--- config.mk ---
export PLATFORM = sky130hd
export DESIGN_NAME = pwm_generator_multi
export DESIGN_NICKNAME = d
export VERILOG_FILES = /design/src/rtl/pwm_generator_multi.sv
export SDC_FILE = /design/constraint.sdc
export NUM_CORES = 1
export LEC_CHECK = 0
export CORE_ASPECT_RATIO = 0.75
export CORE_MARGIN = 2
export CORE_UTILIZATION = 40
export CTS_CLUSTER_SIZE = 8
export DETAILED_ROUTE_END_ITERATION = 12
export DONT_BUFFER_PORTS = 1
export GPL_TIMING_DRIVEN = 1
export MAX_ROUTING_LAYER = met4
export PLACE_DENSITY = 0.65
export SYNTH_ARGS = -nofsm -noshare
export SYNTH_HDL_FRONTEND = slang
export SYNTH_SLANG_ARGS = --single-unit
--- constraint.sdc ---
create_clock -name clock -period 8.2 [get_ports clock]
set_input_delay 1.64 -clock clock [delete_from_list [all_inputs] [get_ports clock]]
set_output_delay 1.64 -clock clock [all_outputs]
set_load 0.005 [all_outputs]
--- src/rtl/pwm_generator_multi.sv ---
// rtl/pwm_generator_multi.sv - multi-channel frame-synchronous PWM generator with debounced duty buttons
module pwm_generator_multi #(
    parameter int CHANNELS    = 4,
    parameter int WIDTH       = 8,
    parameter int STEP        = 10,
    parameter int DEBOUNCE    = 4,
    parameter int PERIOD_INIT = 100,
    parameter int DUTY_INIT   = 50
) (
    input  logic                      clock,
    input  logic                      reset,
    input  logic [CHANNELS-1:0]       increment,
    input  logic [CHANNELS-1:0]       decrement,
    input  logic [WIDTH-1:0]          period,
    input  logic                      center_mode,
    output logic [CHANNELS-1:0]       pwm_out,
    output logic                      frame_start,
    output logic [CHANNELS*WIDTH-1:0] duty_q
);
    // Increment buttons occupy the low half of the button vector, decrement the high half
    localparam int               NB      = 2 * CHANNELS;
    localparam int               DBW     = (DEBOUNCE > 1) ? $clog2(DEBOUNCE) : 1;
    localparam logic [DBW-1:0]   DB_LAST = DBW'(DEBOUNCE - 1);
    localparam logic [WIDTH:0]   STEP_W  = (WIDTH + 1)'(STEP);
    localparam logic [WIDTH-1:0] P_INIT  = WIDTH'(PERIOD_INIT);
    localparam logic [WIDTH-1:0] D_INIT  = WIDTH'(DUTY_INIT);

    logic [NB-1:0]       btn_raw;
    logic [NB-1:0]       sync1_q, sync2_q;
    logic [NB-1:0]       stable_q, stable_d, stable_prev_q;
    logic [NB-1:0]       rise;
    logic [DBW-1:0]      db_cnt_q [NB];
    logic [DBW-1:0]      db_cnt_d [NB];
    logic [CHANNELS-1:0] inc_rise, dec_rise;

    logic [WIDTH-1:0]    cnt_q, cnt_d;
    logic                dir_q, dir_d;
    logic [WIDTH-1:0]    p_act_q, p_new, p_last;
    logic                mode_q;
    logic                boundary;

    logic [CHANNELS*WIDTH-1:0] duty_d, duty_act_q, duty_act_d;
    logic [WIDTH:0]            cur     [CHANNELS];
    logic [WIDTH:0]            stepped [CHANNELS];

    assign btn_raw  = {decrement, increment};
    assign rise     = stable_q & ~stable_prev_q;
    assign inc_rise = rise[CHANNELS-1:0];
    assign dec_rise = rise[NB-1:CHANNELS];

    // Periods below 2 would collapse the up/down turn, so they are raised to 2
    assign p_new  = (period < WIDTH'(2)) ? WIDTH'(2) : period;
    assign p_last = p_act_q - WIDTH'(1);

    // Debounce: accepted level flips after DEBOUNCE consecutive disagreeing samples
    always_comb begin
        stable_d = stable_q;
        for (int b = 0; b < NB; b++) begin
            db_cnt_d[b] = '0;
            if (sync2_q[b] != stable_q[b]) begin
                if (db_cnt_q[b] == DB_LAST) begin
                    stable_d[b] = ~stable_q[b];
                end else begin
                    db_cnt_d[b] = db_cnt_q[b] + DBW'(1);
                end
            end
        end
    end

    // Button synchronizers, debounce counters and previous accepted level for edge detect
    always_ff @(posedge clock or negedge reset) begin
        if (!reset) begin
            sync1_q       <= '0;
            sync2_q       <= '0;
            stable_q      <= '0;
            stable_prev_q <= '0;
            for (int b = 0; b < NB; b++) db_cnt_q[b] <= '0;
        end else begin
            sync1_q       <= btn_raw;
            sync2_q       <= sync1_q;
            stable_q      <= stable_d;
            stable_prev_q <= stable_q;
            for (int b = 0; b < NB; b++) db_cnt_q[b] <= db_cnt_d[b];
        end
    end

    // Frame counter: edge mode wraps, centre mode holds each turn value for one extra cycle
    always_comb begin
        cnt_d    = cnt_q;
        dir_d    = dir_q;
        boundary = 1'b0;
        if (!mode_q) begin
            dir_d = 1'b0;
            if (cnt_q == p_last) begin
                cnt_d    = '0;
                boundary = 1'b1;
            end else begin
                cnt_d = cnt_q + WIDTH'(1);
            end
        end else if (!dir_q) begin
            if (cnt_q == p_last) dir_d = 1'b1;
            else                 cnt_d = cnt_q + WIDTH'(1);
        end else begin
            if (cnt_q == '0) begin
                dir_d    = 1'b0;
                boundary = 1'b1;
            end else begin
                cnt_d = cnt_q - WIDTH'(1);
            end
        end
    end

    // Counter state plus period/mode shadows that only change on a frame boundary
    always_ff @(posedge clock or negedge reset) begin
        if (!reset) begin
            cnt_q   <= '0;
            dir_q   <= 1'b0;
            p_act_q <= P_INIT;
            mode_q  <= 1'b0;
        end else begin
            cnt_q <= cnt_d;
            dir_q <= dir_d;
            if (boundary) begin
                p_act_q <= p_new;
                mode_q  <= center_mode;
            end
        end
    end

    // Saturating duty steps; boundary clamps both the live and shadow duty to the new period
    always_comb begin
        duty_d     = duty_q;
        duty_act_d = duty_act_q;
        for (int i = 0; i < CHANNELS; i++) begin
            cur[i]     = {1'b0, duty_q[i*WIDTH +: WIDTH]};
            stepped[i] = cur[i];
            if (inc_rise[i] && !dec_rise[i]) begin
                if (cur[i] + STEP_W > {1'b0, p_act_q}) stepped[i] = {1'b0, p_act_q};
                else                                   stepped[i] = cur[i] + STEP_W;
            end else if (dec_rise[i] && !inc_rise[i]) begin
                if (cur[i] < STEP_W) stepped[i] = '0;
                else                 stepped[i] = cur[i] - STEP_W;
            end
            if (boundary) begin
                if (stepped[i] > {1'b0, p_new}) stepped[i] = {1'b0, p_new};
                if (cur[i] > {1'b0, p_new}) duty_act_d[i*WIDTH +: WIDTH] = p_new;
                else                        duty_act_d[i*WIDTH +: WIDTH] = duty_q[i*WIDTH +: WIDTH];
            end
            duty_d[i*WIDTH +: WIDTH] = stepped[i][WIDTH-1:0];
        end
    end

    // Live and shadow duty registers
    always_ff @(posedge clock or negedge reset) begin
        if (!reset) begin
            duty_q     <= {CHANNELS{D_INIT}};
            duty_act_q <= {CHANNELS{D_INIT}};
        end else begin
            duty_q     <= duty_d;
            duty_act_q <= duty_act_d;
        end
    end

    // Registered outputs: compare against the shadow duty, flag the first up-count cycle
    always_ff @(posedge clock or negedge reset) begin
        if (!reset) begin
            pwm_out     <= '0;
            frame_start <= 1'b0;
        end else begin
            for (int i = 0; i < CHANNELS; i++) begin
                pwm_out[i] <= (cnt_q < duty_act_q[i*WIDTH +: WIDTH]);
            end
            frame_start <= (cnt_q == '0) && !dir_q;
        end
    end

endmodule

Word-level counts from Yosys, hierarchy flattened
Index checks and enable logic that the tools add are counted.

word-level totals
  register bits = 135
  bits in latches = 0
  output and inout bits = 37
  logic and storage cells = 181
  RAM bits = 0
  memories kept = 0
  input bits = 19
  memory bits (read-only) = 0

cells by class
  reductions and logical operators = 28
  shifts and indexed selects = 0
  equality and inequality tests = 19
  add/subtract/negate cells = 19
  multiplexer cells = 57
  multipliers = 0
  $lt $le $gt $ge = 21
  bitwise operators = 10
  div/mod/pow operators = 0

operators with widths
  cell                   number
  $mux W8                18
  $mux W9                16
  $gt A9 B8 Y1           8
  $add A8 B4 Y9 const B  4
  $sub A8 B4 Y9 const B  4
  $gt A8 B8 Y1           4
  $lt A8 B4 Y1 const B   4
  $lt A8 B8 Y1           4
  $mux W2                16
  $reduce_and A2 Y1      9
  $add A2 B1 Y2 const B  8
  $eq A2 B2 Y1 const B   8
  $sub A8 B1 Y8 const B  2
  $logic_and A1 B1 Y1    9
  $logic_not A1 Y1       9
  $add A8 B1 Y8 const B  1
  $and A8 B8 Y8          1
  $eq A8 B8 Y1           1
  $logic_not A8 Y1       1
  $lt A8 B2 Y1 const B   1
  $ne A1 B1 Y1           8
  $not A1 Y1             8
  $not A8 Y8             1
  $mux W1                7
  $ne A3 B3 Y1 const B   2

Depth between registers and ports, before layout
Gate-level depths: netlist of the first run.

  depth after elaboration = 9
  mapped depth = 21
  depth with buffers taken out = 18

Least setup slack after synthesis of the first run
OpenSTA, ideal clock, no wires.

  path kind = register to register
  start = register duty_q[28]
  end = register duty_q[26]
  required time = 8075 ps
  slack = 3788 ps
  stages on the path, launching flop included = 21
  buffers on the path = 3
  library setup time = 125 ps
  clock period less this slack = 4412 ps
  data arrival time = 4287 ps
  path through = dfstp_2 -> clkbuf_1 -> o21ai_0 -> xnor2_1 -> ha_1 -> nand4_1 -> a21oi_1 -> nor4_1 -> o31ai_1 -> clkbuf_1 -> nor3_1 -> a311oi_1 -> ha_1 -> o21a_1 -> o21a_1 -> o21ai_0 -> a21oi_1 -> o22ai_1 -> a21o_1 -> buf_6 -> mux2_4

between the ends
  longest elaborated chain between the ends = 7
  elaborated cells on any way between the ends = 11
  those cells by class = add/sub: 2; order compare: 3; mux: 6

RTL lines
  what                                            RTL line  text
  from (decl)                                     18        output logic [CHANNELS*WIDTH-1:0] duty_q
  from (signal assigned)                          156       duty_q <= {CHANNELS{D_INIT}};
  from (signal assigned)                          159       duty_q <= duty_d;
  $add A8 B4 Y9, or another cell as far along     138, 139
  $gt A9 B8 Y1 / $mux W9 (equally long branches)  138, 141
  $mux W9 (on tied branches)                      138, 140
  $mux W9 *                                       137       if (inc_rise[i] && !dec_rise[i]) begin
  $gt A9 B8 Y1                                    145       if (stepped[i] > {1'b0, p_new}) stepped[i] = {1'b0, p_new};
  $mux W8                                         145
  $mux W8 *                                       144       if (boundary) begin
  via duty_d[26]                                  42        logic [CHANNELS*WIDTH-1:0] duty_d, duty_act_q, duty_act_d;

The timed path passes the listed nets; every way through them passes the cells marked *.
A chain may end at the register's enable or synchronous reset.

Worst setup path in the final report of the first run
  start = register duty_q[11]
  end = register duty_q[14]

Same word-level chain as after synthesis.

==> metrics.md, run 1 <==
| Metric | Value |
|---|---|
| Status | `completed` |
| GRT Residual Overflow | `0` |
| Net Sw Frac | `a little over two fifths` |
| RSZ-0062 raised after global routing | `no` |
| WP data arrival | `5.41 ns` |
| GPL Wtd Cong | `0.885` |
| H-tree levels | `4` |
| Die ar. | `around 28000 sq um` |
| Num CTS Buffers | `17` |
| Crit path kind | `flop to flop` |
| Slew HR | `a little over 40%` |
| Post-Route WL | `around 30000 um` |
| Synth area leaders | `dfrtp_1, ha_1, dfstp_2, mux2i_1, o21ai_0` |
| # rows | `slightly above 50` |
| Worst Min Path Start | `sync1_q[0]$_DFF_PN0_` |
| Final net count | `1255` |
| Pre-Repair DR Iteration Count | `5` |
| Total power | `4.08 mW` |
| Max stage delay on crit path | `about 0.71 ns` |
| Fillers | `2486` |
| CTS tree | `yes` |
| Worst hold stages | `0` |
| Yosys Warn Count | `0` |
| Leakage | `5.43 nW` |
| Worst slew pin tran | `about 0.9 ns` |
| Post-synthesis sequential area ratio | `32.5%` |
| Most used cell, CP | `a21oi_1` |
| Syn nets | `between 1000 and 1500` |
| Worst IR drop on VDD | `162 uV` |
| Synth top cells by count | `ha_1, dfrtp_1, o21ai_0` |
| R2R cell count | `16` |
| Vias in the first global route | `~8000` |
| Critical Path, Cell by Cell | `a21oi_1, nor2_1, xor2_1, ha_1, nand4_1, a21oi_1, nor4_1, o32ai_2, mux2i_1, a21oi_1, ha_1, a2111oi_0, a211oi_1, o22ai_1, a21o_1, mux2_4` |
| Max-Cap Viols | `0` |
| Dpl hpwl | `~21000 um` |
| Register area | `3410 sq um` |
| Starting density of the core | `around two fifths` |
| Antenna Cells | `0` |
| Sequential power share | `between 20% and 30%` |
| Reg2reg setup slack | `around 3.1 ns` |
| Clock sinks | `135` |
| Synth top area share | `25.8%` |
| Pwr Density | `approximately 360 nW/um^2` |
| Core Area | `25800 sq um` |
| Worst Hold Path EP | `sync2_q[0]$_DFF_PN0_` |
| Slew Limit Fails | `0` |
| Gr usage total | `a little under a quarter` |
| Largest net degree at the start of global routing | `between 100 and 150` |
| Worst Setup Start Kind | `flop` |
| Multi-input gate area | `6570 sq um` |
| WL/cell | `~21 um` |
| I/O pin count | `56` |
| Synth cell types | `between 50 and 60` |
| Total number of vias | `8623` |
| Post_cts resized | `0` |
| CP max FO | `12` |
| Post-Syn Area | `10500 sq um` |
| Final Hold Fails | `0` |
| Post-synth EDFFs | `0` |
| Starting DRC count in detailed routing | `627` |
| Share of cells above drive strength 1 | `9.86%` |
| Slowest-stage cell, CP | `o32ai_2` |
| Post-Syn Instances | `about 1100` |
| Most used DFF post-synth | `dfrtp_1` |
| Setup TNS Final | `0 ns` |
| Post-route core utilization | `between 40% and 50%` |
| Reg clk slew, reported paths | `~0.060 ns` |
| First-pass GRT wire length | `around 47000 um` |
| Logic pwr share | `50.6%` |
| Flops & latches, synth | `135` |
| Fmax | `0.196 GHz` |
| R2r startpoint | `duty_q[11]$_DFF_PN0_` |
| Die Height | `approximately 140 um` |
| Sw Pwr | `roughly 1.8 mW` |
| RR Endpoint | `duty_q[14]$_DFF_PN0_` |
| Post-CTS Setup Inserts | `0` |
| Min Clock Period, post-route | `between 5 and 6 ns` |
| Final period utilization | `62.2%` |
| Internal power | `2.30 mW` |
| Area growth syn-to-layout | `8.05%` |
| Worst skew pair latency | `~0.43 ns` |
| Final setup fails | `0` |
| Largest area contributor in the netlist | `dfrtp_1` |
| Hold Buf Count CTS | `0` |
| Worst min-delay path class | `flop to flop` |
| Critical Path RT | `around 8.5 ns` |
| IO Port Bufs | `0` |
| Most common cell in the synthesized netlist | `ha_1` |
| Initial antenna violation count | `0` |
| Crit. End Element | `flop` |
| DRT antenna net count | `0` |
| Worst-case clock buffer depth | `2` |
| Hold slack final | `between 0.3 and 0.4 ns` |
| Fin Clk Skew | `roughly 0.011 ns` |
| Vias per cell | `around 5.9` |
| Die W | `between 150 and 200 um` |
| Clk network pwr share | `approximately a fifth` |
| CTS root buffer | `clkbuf_16` |
| Share of async-settable or async-resettable flops after synthesis | `100%` |
| Syn avg cell area | `between 9 and 10 sq um` |
| Drt drc | `0` |
worst max-delay path by stage:
stage | from | endpoint | cells past startpoint
4_1_cts | duty_q[11]$_DFF_PN0_ | duty_q[14]$_DFF_PN0_ | 18
3_5_place_dp | duty_q[11]$_DFF_PN0_ | duty_q[14]$_DFF_PN0_ | 18
6_report | duty_q[11]$_DFF_PN0_ | duty_q[14]$_DFF_PN0_ | 16
5_1_grt | duty_q[11]$_DFF_PN0_ | duty_q[14]$_DFF_PN0_ | 18
3_3_place_gp | duty_q[11]$_DFF_PN0_ | duty_q[11]$_DFF_PN0_ | 16
2_1_floorplan | duty_q[28]$_DFF_PN1_ | duty_q[26]$_DFF_PN0_ | 20
power groups by stage:
stage / clock, mW / sequential, mW / combinational [mW]
floorplan: 0 / 0.996 / 1.71
CTS: 0.816 / 1.21 / 2.02
finish: 0.803 / 1.21 / 2.06
global route: 0.846 / 1.24 / 2.28
global placement: 0 / 1.21 / 1.97
detailed placement: 0 / 1.22 / 2.00
cell type report:
type,instances,share of cell area (%)
clock buffer,20,4.03
clock inverter,12,1.33
inverter,66,2.19
multi-input combinational,864,57.9
sequential,135,30.1
tap,344,3.80
timing repair buffer,9,0.596
sequential cells by signal (all words and copies together), names as in the netlist:
signal         flops
mode_q             1
sync2_q            8
stable_q           8
duty_q            32
frame_start        1
db_cnt_q          16
duty_act_q        32
dir_q              1
pwm_out            4
cnt_q              8
stable_prev_q      8
sync1_q            8
p_act_q            8
cells in the final DEF, fill, tap and decap left out, types with 6 or more instances in the layout:
master | synthesis | routed
xor2_1 | 7 | 7
ha_1 | 143 | 143
a21o_1 | 16 | 16
mux2_4 | 21 | 21
a211oi_1 | 23 | 23
nor2b_1 | 37 | 37
a31oi_1 | 7 | 7
o21a_1 | 11 | 10
nand3_1 | 17 | 17
dfrtp_1 | 108 | 108
or3_1 | 8 | 8
a311oi_1 | 10 | 10
o22ai_1 | 11 | 11
a22o_1 | 6 | 6
a21oi_1 | 47 | 47
nand2b_1 | 21 | 21
nor4_1 | 14 | 14
clkbuf_16 | 0 | 17
mux2i_1 | 58 | 58
nand2_1 | 74 | 74
nor2_1 | 54 | 54
mux2_2 | 15 | 15
xnor2_1 | 30 | 30
nor3_1 | 46 | 46
dfstp_2 | 27 | 27
nand4_1 | 25 | 25
o21ai_0 | 90 | 90
inv_1 | 66 | 66
buf_4 | 0 | 9
per-stage QoR:
stage	std cells	worst slack, ns	area (sq um)
3_5_place_dp	1418	3.22	10700
5_1_grt	1450	2.84	11300
6_report	1450	3.10	11300
4_1_cts	1450	3.19	11300
3_3_place_gp	1418	3.26	10700
2_1_floorplan	1124	3.79	10500
logic make-up after synthesis:
group	after synthesis	share of synthesized area (%)
and+or+nand+nor	315	15.3
DFF	135	32.5
muxes	94	10.2
adders and majority gates	143	17.1
buffers and inverters	125	4.86
AOI/OAI and AO/OA	275	17.0
xor gates and xnor gates	37	3.09
layer usage:
metal	routed length, um	GRT usage [%]
met1	14400	32.2
met2	13300	35.2
met3	2200	4.25
met4	422	5.51
met5	0	-
worst max-delay path: cells and delay by family (launching register included):
kind                       cells  cell delay [ns]
muxes                          2             0.66
DFF                            1             0.57
xor gates and xnor gates       1             0.17
and+or+nand+nor                3             0.29
adders and majority gates      2             0.70
AOI/OAI and AO/OA              8             2.58
Note: power is estimated with default switching activity, not from simulation.
==> run 2, diff against run 1 <==
--- a/config.mk
+++ b/config.mk
@@ -13,7 +13,7 @@
 export DONT_BUFFER_PORTS = 1
 export GPL_TIMING_DRIVEN = 1
 export MAX_ROUTING_LAYER = met4
-export PLACE_DENSITY = 0.65
+export PLACE_DENSITY = 0.67
 export SYNTH_ARGS = -nofsm -noshare
 export SYNTH_HDL_FRONTEND = slang
 export SYNTH_SLANG_ARGS = --single-unit
==> constraint.sdc (replaced) <==
create_clock -name clock -period 4.55 [get_ports clock]
set_input_delay 0.91 -clock clock [delete_from_list [all_inputs] [get_ports clock]]
set_output_delay 0.91 -clock clock [all_outputs]
set_load 0.005 [all_outputs]
==> metrics.md, run 2 (synthesized netlist as in run 1, its figures left out) <==
| Metric | Value |
|---|---|
| Share of cells above drive strength 1 | `17.5% (+7.6 points)` |
| Worst skew pair latency | `0.43 ns (about the same)` |
| Fillers | `2432 (-2.2%)` |
| Clock sinks | `135 (unchanged)` |
| Setup TNS Final | `0 ns (unchanged)` |
| Fin Clk Skew | `0.00733 ns (-0.00382 ns)` |
| CP max FO | `6 (-6)` |
| First-pass GRT wire length | `48900 um (+4.2%)` |
| CTS root buffer | `clkbuf_16` |
| Most common cell after layout, fill and taps aside | `ha_1` |
| Place WS | `0.148 ns (-3.07 ns)` |
| WP data arrival | `4.79 ns (-0.62 ns)` |
| Final setup fails | `0 (unchanged)` |
| Max-Cap Viols | `0 (unchanged)` |
| Starting density of the core | `40.6% (unchanged)` |
| Die ar. | `27500 sq um (unchanged)` |
| Critical Path, Cell by Cell | `inv_1, ha_1, ha_1, a21oi_1, a21oi_2, nor4_2, o31ai_1, clkdlybuf4s15_2, o32ai_2, a31oi_1, ha_2, a2111oi_1, a21oi_1, o22ai_1, a21o_1, buf_12, mux2_4` |
| IO Port Bufs | `0 (unchanged)` |
| Starting DRC count in detailed routing | `688 (+9.7%)` |
| GPL Wtd Cong | `0.949 (+7.2%)` |
| Final period utilization | `98.5% (+36 points)` |
| DRT antenna net count | `0 (unchanged)` |
| Min Clock Period, post-route | `4.48 ns (-0.614 ns)` |
| Slew HR | `36.0% (-5.4 points)` |
| Crit path buf inv count | `3 (+3)` |
| Vias in the first global route | `8418 (+5.2%)` |
| Slowest-stage cell, CP | `dfstp_2` |
| Crit path kind | `flop to flop` |
| Final net count | `1310 (+4.4%)` |
| I/O pin count | `56 (unchanged)` |
| Vias per cell | `5.93 (-0.31%)` |
| Final Hold Fails | `0 (unchanged)` |
| Crit. End Element | `flop` |
| CP top delay family | `compound AO/OA/AOI/OAI gates` |
| Antenna Cells | `0 (unchanged)` |
| Pwr Density | `660 nW/um^2 (+83%)` |
| Max stage delay on crit path | `0.59 ns (-0.12 ns)` |
| Fin area | `12000 sq um (+6.2%)` |
| Total power | `7.94 mW (+95%)` |
| Fmax | `0.223 GHz (+14%)` |
| Largest net degree at the start of global routing | `136 (unchanged)` |
| Commonest cells after routing, fill and taps aside | `ha_1, dfrtp_1, o21ai_0` |
| Gr usage total | `24.0% (+0.75 points)` |
| # rows | `51 (unchanged)` |
| Worst IR drop on VDD | `316 uV (+95%)` |
| Worst slew pin tran | `0.956 ns (+0.0807 ns)` |
| Area growth syn-to-layout | `14.7%` |
| Worst min-delay path class | `input port to asynchronous set/reset pin` |
| Leakage | `5.73 nW (+5.4%)` |
| WL/cell | `21.0 um (+0.71%)` |
| H-tree levels | `4 (unchanged)` |
| Status | `completed` |
| GRT Residual Overflow | `0 (unchanged)` |
| Pre-Repair DR Iteration Count | `5 (unchanged)` |
| Worst-case clock buffer depth | `2 (unchanged)` |
| Num CTS Buffers | `17 (unchanged)` |
| Critical Path RT | `4.86 ns (-3.65 ns)` |
| Initial antenna violation count | `0 (unchanged)` |
| Largest regs | `duty_act_q x32, duty_q x32, db_cnt_q x16` |
| Total number of vias | `8922 (+3.5%)` |
| Dpl hpwl | `21600 um (+3.2%)` |
| Final setup margin | `0.0675 ns (-3.04 ns)` |
| Placed Instance Area | `11000 sq um (+3.0%)` |
| Die W | `191 um (unchanged)` |
| Reg clk slew, reported paths | `0.06 ns (about the same)` |
| Post-Route WL | `31600 um (+4.5%)` |
| Core Area | `25800 sq um (unchanged)` |
| Drt drc | `0 (unchanged)` |
| Worst Setup Start Kind | `flop` |
| Slew Limit Fails | `0 (unchanged)` |
| Die Height | `144 um (unchanged)` |
| Reg2reg setup slack | `0.07 ns (-3.04 ns)` |
| CTS tree | `yes` |
==> run 2: changes by cell type in the layout (fill, tap and decap cells not counted), moves of 5 or more <==
cell      change
a21oi_2       +6
a311oi_1      -6
a21oi_1       -6
mux2i_1       -5
ha_2          +6
a311oi_2      +5
ha_1          -8
buf_4        +50
==> run 2: final timing paths <==
| path | startpoint | to | cells after the start |
|---|---|---|---|
| min | reset | sync2_q[4]$_DFF_PN0_ | 0 |
| max | duty_q[25]$_DFF_PN1_ | duty_q[27]$_DFF_PN0_ | 17 |
| min reg2reg | sync1_q[7]$_DFF_PN0_ | sync2_q[7]$_DFF_PN0_ | 0 |
| max reg2reg | duty_q[25]$_DFF_PN1_ | duty_q[27]$_DFF_PN0_ | 17 |
| max in group asynchronous | reset | duty_q[17]$_DFF_PN1_ | 0 |
| min in group clock | sync1_q[7]$_DFF_PN0_ | sync2_q[7]$_DFF_PN0_ | 0 |
==> run 2: cell type report <==
cell class | count | area, sq um | share of cell area [%]
Multi-Input combinational cell | 864 | 6790 | 56.4
Sequential cell | 135 | 3410 | 28.4
Timing Repair Buffer | 64 | 517 | 4.30
Tap cell | 344 | 430 | 3.58
Clock buffer | 18 | 429 | 3.57
Inverter | 66 | 248 | 2.06
Clock inverter | 14 | 200 | 1.66
==> run 2: power by group <==
part	switching [mW]	total [mW]	internal, mW	leakage (nW)
logic	2.43	4.52	2.09	3.93
registers	0.391	1.93	1.54	1.49
clock network	0.570	1.49	0.922	0.297
total	3.39	7.94	4.55	5.73
==> run 2: routing by layer <==
metal | share of wire [%] | GRT usage, % | up-vias | wire, um
li1 | - | - | 4180 | -
met1 | 45 | 33.3 | 4321 | 14300
met2 | 44 | 35.3 | 368 | 13900
met3 | 8.6 | 4.90 | 53 | 2730
met4 | 2.4 | 7.02 | 0 | 751
met5 | 0 | - | - | 0
==> run 2: through the flow <==
stage          std cells  util [%]  hold WS [ns]
4_1_cts             1490      45.2         0.152
3_3_place_gp        1458      42.7         0.331
5_1_grt             1505      46.5         0.140
3_5_place_dp        1458      42.7         0.337
2_1_floorplan       1124         -         0.331
6_report            1505      46.5         0.170
==> run 2: repair_timing <==
item | CTS | global route
hold buffers | 0 | 0
buffers inserted | 0 | 13
resized for setup | 0 | 52
setup endpoints to repair | 0 | 31
hold endpoints to repair | 0 | 0
